<file path="src/rtl/wb_scheduler.sv">
// Writeback scheduler: arbitrates NREQ producers onto one register-file write port
// and keeps a pending-write scoreboard for decode hazards. WB_RR_EN selects round-robin.
module wb_scheduler #(
    parameter int width = 32,
    parameter int NREQ  = 3
) (
    input  logic                    clk,
    input  logic                    reset,
    input  logic [NREQ-1:0]         req_valid,
    input  logic [NREQ*5-1:0]       req_addr,
    input  logic [NREQ*width-1:0]   req_data,
    output logic [NREQ-1:0]         req_ready,
    input  logic                    issue_valid,
    input  logic [4:0]              issue_rd,
    input  logic [4:0]              issue_rs1,
    input  logic [4:0]              issue_rs2,
    input  logic                    rs1_used,
    input  logic                    rs2_used,
    output logic                    stall,
    output logic                    reg_wr,
    output logic [4:0]              address_wr,
    output logic [width-1:0]        wb_out
);

    localparam int NREGS = 32;
    localparam int IW    = $clog2(NREQ);

    logic [NREGS-1:0]  pend_reg;
    logic              grant_any;
    logic [IW-1:0]     grant_idx;
    logic [4:0]        grant_addr;
    logic [width-1:0]  grant_data;
    logic              issue_set;

`ifdef WB_RR_EN
    logic [IW-1:0] rr_ptr_reg;

    // Search wraps around starting at the pointer; first valid requester wins.
    always_comb begin
        int idx;
        idx       = 0;
        grant_any = 1'b0;
        grant_idx = '0;
        for (int k = 0; k < NREQ; k++) begin
            idx = int'(rr_ptr_reg) + k;
            if (idx >= NREQ) idx = idx - NREQ;
            if (!grant_any && req_valid[idx]) begin
                grant_any = 1'b1;
                grant_idx = IW'(idx);
            end
        end
    end

    always_ff @(posedge clk or negedge reset) begin
        if (!reset) begin
            rr_ptr_reg <= '0;
        end else if (grant_any) begin
            rr_ptr_reg <= (grant_idx == IW'(NREQ - 1)) ? '0 : grant_idx + 1'b1;
        end
    end
`else
    always_comb begin
        grant_any = 1'b0;
        grant_idx = '0;
        for (int k = 0; k < NREQ; k++) begin
            if (!grant_any && req_valid[k]) begin
                grant_any = 1'b1;
                grant_idx = IW'(k);
            end
        end
    end
`endif

    generate
        for (genvar gi = 0; gi < NREQ; gi++) begin : g_ready
            assign req_ready[gi] = grant_any && (grant_idx == IW'(gi));
        end
    endgenerate

    always_comb begin
        grant_addr = '0;
        grant_data = '0;
        for (int k = 0; k < NREQ; k++) begin
            if (req_ready[k]) begin
                grant_addr = req_addr[5*k +: 5];
                grant_data = req_data[width*k +: width];
            end
        end
    end

    assign stall = issue_valid && ((rs1_used && pend_reg[issue_rs1]) ||
                                   (rs2_used && pend_reg[issue_rs2]) ||
                                   pend_reg[issue_rd]);

    assign issue_set = issue_valid && !stall && (issue_rd != 5'd0);

    // A same-cycle set beats the clear: the newly issued producer owns the register.
    // Bit 0 is never set because issue_set excludes rd==0.
    generate
        for (genvar gi = 0; gi < NREGS; gi++) begin : g_pend
            always_ff @(posedge clk or negedge reset) begin
                if (!reset) begin
                    pend_reg[gi] <= 1'b0;
                end else if (issue_set && (issue_rd == 5'(gi))) begin
                    pend_reg[gi] <= 1'b1;
                end else if (grant_any && (grant_addr == 5'(gi))) begin
                    pend_reg[gi] <= 1'b0;
                end
            end
        end
    endgenerate

    always_ff @(posedge clk or negedge reset) begin
        if (!reset) begin
            reg_wr     <= 1'b0;
            address_wr <= '0;
            wb_out     <= '0;
        end else if (grant_any) begin
            reg_wr     <= (grant_addr != 5'd0);
            address_wr <= grant_addr;
            wb_out     <= grant_data;
        end else begin
            reg_wr     <= 1'b0;
        end
    end

endmodule
</file>
<file path="config.mk">
export PLATFORM = sky130hd
export DESIGN_NAME = wb_scheduler
export DESIGN_NICKNAME = d
export VERILOG_FILES = /design/src/rtl/wb_scheduler.sv
export SDC_FILE = /design/constraint.sdc
export NUM_CORES = 1
export LEC_CHECK = 0
export ABC_AREA = 1
export CELL_PAD_IN_SITES_DETAIL_PLACEMENT = 1
export CELL_PAD_IN_SITES_GLOBAL_PLACEMENT = 2
export CORE_UTILIZATION = 25
export DETAILED_ROUTE_END_ITERATION = 8
export GPL_TIMING_DRIVEN = 0
export PLACE_DENSITY = 0.93
export SLEW_MARGIN = 30
export SYNTH_ARGS = -nofsm -noshare
export SYNTH_HDL_FRONTEND = slang
export SYNTH_SLANG_ARGS = --single-unit
export TNS_END_PERCENT = 30
</file>
<file path="constraint.sdc">
create_clock -name clk -period 2.4 [get_ports clk]
set_input_delay 0.36 -clock clk [delete_from_list [all_inputs] [get_ports clk]]
set_output_delay 0.36 -clock clk [all_outputs]
set_load 0.05 [all_outputs]
</file>
# Word level (Yosys, flattened, before mapping)
# Cells that the tools add are included.
[word_totals]
out_inout_bits = 42
register_bits = 70
input_bits = 134
wordCells = 300
[op_classes]
n_lt_le_gt_ge = 3
reduce_logical = 116
n_eq_ne = 64
mux = 82
[ops]
columns = ["operator", "n"]
rows = [
  ["== test 5 bit, second input constant", 32],
  ["two-way mux 32 bit", 3],
  ["== test 5 x 4 -> 1 bit, second input constant", 16],
  ["logical AND 1 bit", 74],
  ["two-way mux 1 bit", 72],
  ["nonzero test 2 bit", 32],
  ["== test 5 x 3 -> 1 bit, second input constant", 8],
  ["== test 5 x 2 -> 1 bit, second input constant", 4],
  ["< comparator 5 x 6 -> 1 bit, second input constant", 3],
  ["binary-select mux 1 bit (select 5 bit)", 3],
  ["two-way mux 5 bit", 3],
  ["== test 5 x 1 -> 1 bit, second input constant", 2],
  ["logical NOT 5 bit", 2],
  ["nonzero test 5 bit", 2],
  ["logical NOT 1 bit", 3],
  ["== test 2 x 1 -> 1 bit, second input constant", 1],
  ["== test 2 bit, second input constant", 1],
  ["logical NOT 2 bit", 1],
  ["logical OR 1 bit", 2],
  ["two-way mux 2 bit", 1],
]

# Logic depth before layout (Yosys ltp)
# Gate-level depths: netlist of run 1.
[depth]
word_depth = 16
depth_mapped = 16
depth_no_buf = 14

# Worst setup path after synthesis of run 1
# No wires, ideal clock.
[synth_timing]
path_type = "input-to-output"
startpoint = "input issue_rs2[0]"
endpoint = "output stall"
slack_ps = 388
t_required_ps = 2040
t_arrival_ps = 1652
cell_stages = 13
cell_sequence = "buf_4 -> inv_2 -> buf_6 -> nand2_1 -> nand3_1 -> nand3_1 -> nand2_1 -> nand2_1 -> nand3_1 -> nand2_1 -> nor2_2 -> o21ai_0 -> inv_1"
[synth_between]
elab_chain_len = 6
[synth_lines]
columns = ["element", "line", "rtl"]
rows = [
  ["from (decl)", "16", "input logic [4:0] issue_rs2,"],
  ["binary-select mux 1 bit (select 5 bit)", "92", "(rs2_used && pend_reg[issue_rs2]) ||"],
  ["two-way mux 1 bit (implied by the code)", "92", ""],
  ["logical AND 1 bit", "92", ""],
  ["logical OR 1 bit", "91", "assign stall = issue_valid && ((rs1_used && pend_reg[issue_rs1]) ||"],
  ["logical OR 1 bit", "92", ""],
  ["logical AND 1 bit", "91", ""],
  ["to (decl)", "19", "output logic stall,"],
]
# Every way passes these cells. The select of a mux whose other input is x is not followed.

# Final worst setup path of run 1
[layout_timing]
startpoint = "input issue_rs2[2]"
endpoint = "output stall"
# The elaborated chain is that of the path after synthesis.

==> run metrics, run 1 <==
Post-DRT Antenna Nets 0; count of cell types in the netlist 28; gr ovfl total 0; CP most frequent cell nand2_1; Clock Sinks 70; Adder-Cell Fraction of Synth Area 0; synthesized area ~4700 µm²; Routed WL 20200 µm; Crit Reg-Reg Endpoint pend_reg[3]; Detail Placement HPWL between 15000 and 20000 µm; EDFF count, synth 0; cell with the most instances after synthesis nand2_1; top-area cell type share of the netlist area 0.371; initial core utilization 0.259; DRC Markers 0; max cap viols 0; die span in x ~140 µm; gp weighted congestion 0.842; setup violators final 0; vias in the first global route between 5000 and 6000; Synth async-reset ratio 1.00; post-DR vias/cell 4.76; initial antenna violation count 0; largest family of logic cells by synthesized area simple AND/OR/NAND/NOR gates; fraction of the yosys area taken by sequential cells 0.371; crit path cell chain clkdlybuf4s50_1 > inv_2 > nand3_1 > nand2_1 > nand2_1 > nand3_1 > nand2_1 > nor2_2 > o21ai_1 > inv_1 > buf_4; syn_area_per_cell 6.41 µm²; WL per Instance 17.6 µm; RSZ-0062 raised after global routing true; # IOs around 180; slowest stage cell, crit path clkdlybuf4s50_1; antenna cell count 0; Placed Cells 1136; clock-pin slew on the worst setup and hold paths ~0.06 ns; Syn Nets 870; Startpoint Class input pin; overall routing resource usage 0.215; Tmin final 2.24 ns; Setup crit end kind output port; Initial DRC Count 183; Post-synth top cells nand2_1, dfrtp_1, nand3_1, nor2_1, nand4_1; sum of negative setup slack 0 ns; CP top delay family buffers and inverters; synth top area cells dfrtp_1, nand2_1, nand3_1; Yosys warning count 0; Final Net Count approximately 1100; simple-gate share of the synthesized area 0.522; Die Y roughly 140 µm; crit path DAT 1.88 ns; reg2reg start pend_reg[24]; maximum vdd drop approximately 0.34 mV; CP Buf/Inv Count 4; Place WS -0.958 ns; Synth Register Bits 70; Clock Path Buffers 2; leak pwr approximately 3.2 nW; Die Footprint approximately 19000 µm²; post-synthesis mux area share 0; cell count of the worst reg-to-reg path 10; clk_lat worst skew between 0.3 and 0.4 ns; dominant synthesized flop cell dfrtp_1; Power Dens Cells 596 nW/µm²; IO buf count 170; Max Clock Skew between 0.007 and 0.008 ns; fin. max-slew vios 0; layout cells sized above 1 0.0859; Num CTS Buffers 9; Reg2Reg Setup Slack between 0.5 and 0.6 ns; Hold Crit Class input pin to async pin; Hold Vio Cnt, Final 0; normalized max-slew margin 0.578; period utilization 0.933; Slew @ Worst Pin between 0.6 and 0.7 ns; Area Overhead vs Synth 48.5%; Setup Fix Bufs, Post-CTS 0; row cnt a little under 50; core area ~18000 µm²; status finished clean; Worst Slack Setup Final 0.161 ns; post-synthesis xor/xnor area fraction 0; Mapped Cells approximately 740; area leader, netlist dfrtp_1; Largest stage delay, worst path between 0.5 and 0.6 ns; H-tree levels 3; largest net degree at the start of global routing 38; critical path type input pin to output port; global-route wire length before repair 32200 µm; CTS tree built; root buf cell clkbuf_16; max frequency 447 MHz; Finished Layout Cells approximately 1100; vias post-DR 5469; CP max FO 5; Compound-Gate Fraction of Synth Area 0.0318; critical path data required time a little over 2 ns; DR pass1 iterations 4
## per-layer routing
layer	GRT usage	wire (µm)	vias up
met2	0.380	9940	170
li1	-	-	2707
met1	0.256	8420	2579
met3	0.0616	1630	13
met5	0	0	-
met4	0.0515	214	0
## cell families (layout without fill, tap and decap cells)
| family | count (synthesis) | count (layout) |
|---|---|---|
| AO/OA/AOI/OAI | 25 | 25 |
| buffers and inverters | 76 | 260 |
| flip-flops | 70 | 70 |
| AND/OR/NAND/NOR | 565 | 565 |
## worst max-delay path by stage
stage | startpoint | to | slack (ns) | cells past startpoint
floorplan | issue_rs2[0] | stall | 0.39 | 13
global placement | reset | pend_reg[3] | -1.77 | 1
detailed placement | issue_rd[1] | stall | -0.96 | 14
CTS | issue_rd[3] | stall | -0.26 | 11
global route | pend_reg[1] | stall | -0.01 | 13
finish | issue_rs2[2] | stall | 0.16 | 11
## metrics by stage
| stage | hold WS (ns) | utilization | power (mW) | cell area [µm²] |
|---|---|---|---|---|
| floorplan | 0.0644 | - | 2.26 | 4720 |
| global placement | 0.469 | 0.368 | 2.89 | 6710 |
| detailed placement | 0.387 | 0.369 | 2.92 | 6720 |
| CTS | 0.0300 | 0.384 | 4.22 | 7000 |
| global route | 0.0491 | 0.385 | 4.40 | 7010 |
| finish | 0.0115 | 0.385 | 4.17 | 7010 |
## cell type report
class                           count  area [µm²]
Buffer                             36         206
Clock buffer                       13         270
Clock inverter                      1        5.00
Fill cell                        2320       11200
Inverter                           39         149
Multi-Input combinational cell    590        2630
Sequential cell                    70        1750
Tap cell                          229         287
Timing Repair Buffer              171        1710
## report_power, final
| part | internal [mW] | switching, mW | leakage (nW) |
|---|---|---|---|
| combinational | 0.536 | 0.792 | 2.15 |
| sequential | 1.35 | 0.215 | 0.879 |
| clock | 0.772 | 0.506 | 0.138 |
## timing repair
| action | in CTS | in global routing |
|---|---|---|
| endpoints found under the hold margin | 0 | 0 |
| cloned | 0 | 0 |
| gates resized for setup | 15 | 22 |
| endpoints found under the setup margin | 4 | 18 |
| pin swaps | 0 | 1 |
| hold buffers | 0 | 0 |
## cells in the final DEF, fill, tap and decap left out, drive strengths merged, types with 2 or more instances in the layout
| cell | count |
|---|---|
| dfrtp | 70 |
| clkbuf | 29 |
| inv | 38 |
| nor3 | 12 |
| nand3 | 78 |
| nand2 | 378 |
| a22o | 5 |
| o21ai | 10 |
| nor2 | 58 |
| buf | 26 |
| a21oi | 7 |
| clkdlybuf4s50 | 160 |
| clkinv | 2 |
| or2 | 5 |
| dlymetal6s2s | 3 |
| nand4 | 33 |
## worst reg2reg max path: cells and delay by family, from the launching register on
| family | cells | cell delay, ns |
|---|---|---|
| buf+inv | 1 | 0.19 |
| compound gates | 1 | 0.31 |
| flops | 1 | 0.45 |
| simple gates | 8 | 0.84 |
Note: power is estimated with default switching activity, not from simulation.
==> inputs of run 2 (changes only) <==
Settings changed: CORE_MARGIN set to 10.
==> run 2 against run 1 <==
Net effect: non-clock buffer count increased by 1; count of clock-buffer cells in the layout fell by 2; final area up 1.2%; sequential power is essentially flat; die area increased by 27%; clock power rose by 23%; routed wire length grew 8.7%; utilization shrank 0.43 points; register-to-register slack improved by 0.05 ns.
==> run metrics, run 2 (synthesis results as in run 1) <==
status finished clean; H-tree levels 3; DR pass1 iterations 4; Finished Layout Cells between 1000 and 1500; vias in the first global route about 5900; crit path cell chain clkbuf_2 > inv_2 > nor2_4 > nand2_1 > nand2_1 > o21ai_1 > nand2_1 > nor2_1 > nand2_1 > nand2_1 > nand2_2 > o21ai_1 > inv_1 > buf_4; Hold Vio Cnt, Final 0; leak pwr between 3 and 4 nW; Place WS -0.919 ns; Area Overhead vs Synth 50.4%; max frequency 448 MHz; gp weighted congestion 0.852; commonest non-fill, non-tap cell in the layout nand2_1; crit path DAT about 1.9 ns; Post-DRT Antenna Nets 0; fin. max-slew vios 0; Final Net Count between 1000 and 1500; Power Dens Cells ~630 nW/µm²; period utilization 0.929; root buf cell clkbuf_16; Slew @ Worst Pin between 0.6 and 0.7 ns; critical path type input pin to output port; Num CTS Buffers 9; Max Clock Skew 0.00824 ns; core area roughly 19000 µm²; Setup crit end kind output port; Total Power between 4 and 5 mW; Clock Sinks 70; Startpoint Class input pin; row cnt 50; Detail Placement HPWL approximately 18000 µm; Die Footprint about 25000 µm²; CP Buf/Inv Count 4; largest net degree at the start of global routing 42; gr ovfl total 0; maximum vdd drop approximately 0.27 mV; WL per Instance ~19 µm; CP max FO 9; sum of negative setup slack 0 ns; max cap viols 0; Largest stage delay, worst path about 0.27 ns; most frequent cells in the layout nand2_1, clkdlybuf4s50_1, dfrtp_1; Die Y roughly 160 µm; CTS tree built; clk_lat worst skew around 0.34 ns; CP top delay family simple AND/OR/NAND/NOR gates; initial antenna violation count 2; CP most frequent cell nand2_1; normalized max-slew margin 0.566; Routed WL roughly 22000 µm; clock-pin slew on the worst setup and hold paths roughly 0.06 ns; Tmin final 2.23 ns; Filler Cell Count between 2000 and 2500; initial core utilization 0.253; Initial DRC Count 240; global-route wire length before repair 34000 µm; Clock Path Buffers 2; layout cells sized above 1 0.0845; # IOs between 150 and 200; slowest stage cell, crit path nor2_4; critical path data required time 2.04 ns; DRC Markers 0; Placed Cells between 1000 and 1500; die span in x roughly 160 µm; post-DR vias/cell roughly 4.8; vias post-DR about 5600; RSZ-0062 raised after global routing false; setup violators final 0; Worst Slack Setup Final about 0.17 ns; IO buf count 170; Reg2Reg Setup Slack about 0.62 ns; overall routing resource usage 0.178; Setup Fix Bufs, Post-CTS 0; Hold Crit Class register to register
==> run 2: tightest hold or removal path, stage by stage, from the launching register on <==
cell,delay [ns]
dfrtp_1,0.34
nand2_1,0.05
nand4_1,0.05
==> run 2: metrics by stage <==
step                      area [µm²]  hold slack [ns]  utilization
after floorplan                 4720           0.0644            -
after global placement          6710            0.469        0.360
after detailed placement        6740            0.337        0.361
after CTS                       7080            0.477        0.380
after global routing            7090            0.509        0.381
final                           7090            0.483        0.381
==> run 2: final cells by class <==
class                           count  area [µm²]  share of cell area
Multi-Input combinational cell    590        2630               0.370
Inverter                           39         149              0.0210
Clock inverter                      5         108              0.0152
Antenna cell                        1        2.50            0.000353
Timing Repair Buffer              172        1730               0.243
Clock buffer                       11         233              0.0328
Buffer                             36         206              0.0291
Tap cell                          234         293              0.0413
Sequential cell                    70        1750               0.247
==> run 2: final timing paths <==
kind | from | end | depth (start not counted)
worst max-delay path | issue_rd[1] | stall | 14
worst min-delay path | wb_out[30] | wb_out[30] | 2
worst max register to register | pend_reg[25] | pend_reg[7] | 10
worst min register to register | wb_out[30] | wb_out[30] | 2
max in group asynchronous | reset | pend_reg[16] | 3
min in group asynchronous | reset | wb_out[27] | 2
==> run 2: timing repair <==
item | in CTS | in global routing
hold endpoints to repair | 29 | 0
gates cloned | 0 | 0
resized for setup | 18 | 20
hold buffers | 1 | 0
setup endpoints to repair | 4 | 20
==> run 2: metal layers <==
layer,global-route usage,vias to the layer above,part of all wire
met5,0,-,0.00036
met4,0.0419,2,0.012
met2,0.289,194,0.47
met3,0.0862,19,0.12
met1,0.205,2639,0.40
li1,-,2718,-
==> run 2: where the power goes <==
part           leakage [nW]  total [mW]  switching (mW)  internal, mW
logic                  2.16        1.33           0.796         0.537
registers             0.880        1.57           0.219          1.35
clock network         0.164        1.57           0.545          1.02
==> inputs of run 3 (changes only) <==
Settings changed: SKIP_CTS_REPAIR_TIMING set to 1.
==> run 3 against run 2 <==
Net effect: critical path depth did not move; utilization about the same; total power down 0.17%; die area unchanged; via count is essentially flat; setup slack lost 0.15 ns; largest power group unchanged; highest routed layer unchanged.
==> run metrics, run 3 (synthesis results as in run 1) <==
status finished clean; post-DR vias/cell 4.81; Startpoint Class input pin; gr ovfl total 0; Total Power about 4.5 mW; Setup crit end kind output port; Reg2Reg Setup Slack 0.61 ns; DR pass1 iterations 5; Hold Vio Cnt, Final 0; crit path DAT 2.02 ns; CP top delay family simple AND/OR/NAND/NOR gates; Final Net Count between 1000 and 1500; CP most frequent cell nand2_1; IO buf count 170; reg2reg start pend_reg[25]; Crit Reg-Reg Endpoint pend_reg[23]; CP Buf/Inv Count 4; Num CTS Buffers 9; Area Overhead vs Synth 50.5%; RSZ-0062 raised after global routing true; global-route wire length before repair between 30000 and 40000 µm; Clock Sinks 70; clock-pin slew on the worst setup and hold paths roughly 0.06 ns; leak pwr about 3.2 nW; fin. max-slew vios 0; DRC Markers 0; max frequency approximately 420 MHz; Die Y 157 µm; gp weighted congestion ~0.85; period utilization 0.993; most frequent cells in the layout nand2_1, clkdlybuf4s50_1, dfrtp_1; normalized max-slew margin 0.571; clk_lat worst skew approximately 0.34 ns; Max Clock Skew about 0.0072 ns; Slew @ Worst Pin about 0.64 ns; cell count of the worst reg-to-reg path 10; Detail Placement HPWL roughly 18000 µm; slowest stage cell, crit path nor2_4; Hold Crit Class register to register; commonest non-fill, non-tap cell in the layout nand2_1; H-tree levels 3; Routed WL between 20000 and 25000 µm; Hold Path Stages 2; Hold Slack 0.483 ns; critical path data required time about 2 ns; initial antenna violation count 2; crit path cell chain dlymetal6s2s_1 > inv_2 > nor2_4 > nand2_1 > nand2_1 > o21ai_1 > nand2_1 > nor2_1 > nand2_1 > nand2_1 > nand2_2 > o21ai_0 > inv_1 > clkbuf_4; Tmin final about 2.4 ns; Worst Hold Launch wb_out[30]; Die Footprint approximately 25000 µm²; Power Dens Cells ~630 nW/µm²; Post-DRT Antenna Nets 0; CP max FO 9; WHS Endpoint wb_out[30]; initial core utilization 0.253; layout cells sized above 1 0.0844; crit path from issue_rd[1]; # IOs 176; setup violators final 0; Clock Path Buffers 2; row cnt 50; largest net degree at the start of global routing between 40 and 50; maximum vdd drop roughly 0.27 mV; die span in x 157 µm; root buf cell clkbuf_16; critical path type input pin to output port; Largest stage delay, worst path 0.29 ns; Util after Layout 0.381; WL per Instance ~19 µm; vias in the first global route roughly 5900; Initial DRC Count 230; core area ~19000 µm²; CTS tree built; overall routing resource usage 0.177; max cap viols 0; vias post-DR ~5600
run 3: cell count changes in the layout (fill, tap and decap cells not counted), sizes merged:
cell,previous run,this run
buf,26,24
clkbuf,27,30
clkdlybuf4s15,2,0
clkdlybuf4s50,159,160
dlygate4sd2,1,0
dlymetal6s2s,3,5
run 3: metal layers:
| metal | vias to the layer above | GRT usage | wire [µm] |
|---|---|---|---|
| met5 | - | 0 | 8 |
| li1 | 2717 | - | - |
| met2 | 176 | 0.290 | 10300 |
| met4 | 2 | 0.0419 | 263 |
| met1 | 2654 | 0.204 | 9040 |
| met3 | 20 | 0.0860 | 2330 |
run 3: tightest hold or removal path, stage by stage (launching register included):
cell     delay (ns)
dfrtp_1        0.34
nand2_1        0.05
nand4_1        0.05
run 3: worst max path at each step:
stage	to	cells past startpoint	slack, ns
global placement	pend_reg[3]	1	-1.78
floorplan	stall	13	0.39
detailed placement	stall	14	-0.92
CTS	stall	14	-0.93
finish	stall	14	0.02
global route	stall	12	-0.12
run 3: report_power, final:
part	internal, mW	switching (mW)	total (mW)
combinational	0.538	0.793	1.33
clock	1.02	0.539	1.56
sequential	1.35	0.219	1.57
total	2.91	1.55	4.46
run 3: area by class of cell:
class / instances / area, µm²
diodes: 1 / 2.50
repair buffers: 172 / 1730
clock inverters: 5 / 108
plain buffers: 37 / 211
flip-flops and latches: 70 / 1750
clock buffers: 11 / 233
well taps: 234 / 293
multi-input cells: 590 / 2620
inverters: 39 / 146
fillers: 2360 / 11500
run 3: stage by stage:
stage	std cells	setup slack, ns	setup TNS [ns]	area, µm²
after floorplan	736	0.388	0	4720
after global placement	1140	-1.78	-131.86	6710
after detailed placement	1141	-0.919	-8.83	6740
after CTS	1157	-0.927	-2.49	7080
after global routing	1159	-0.116	-0.116	7100
final	1159	0.0159	0	7100
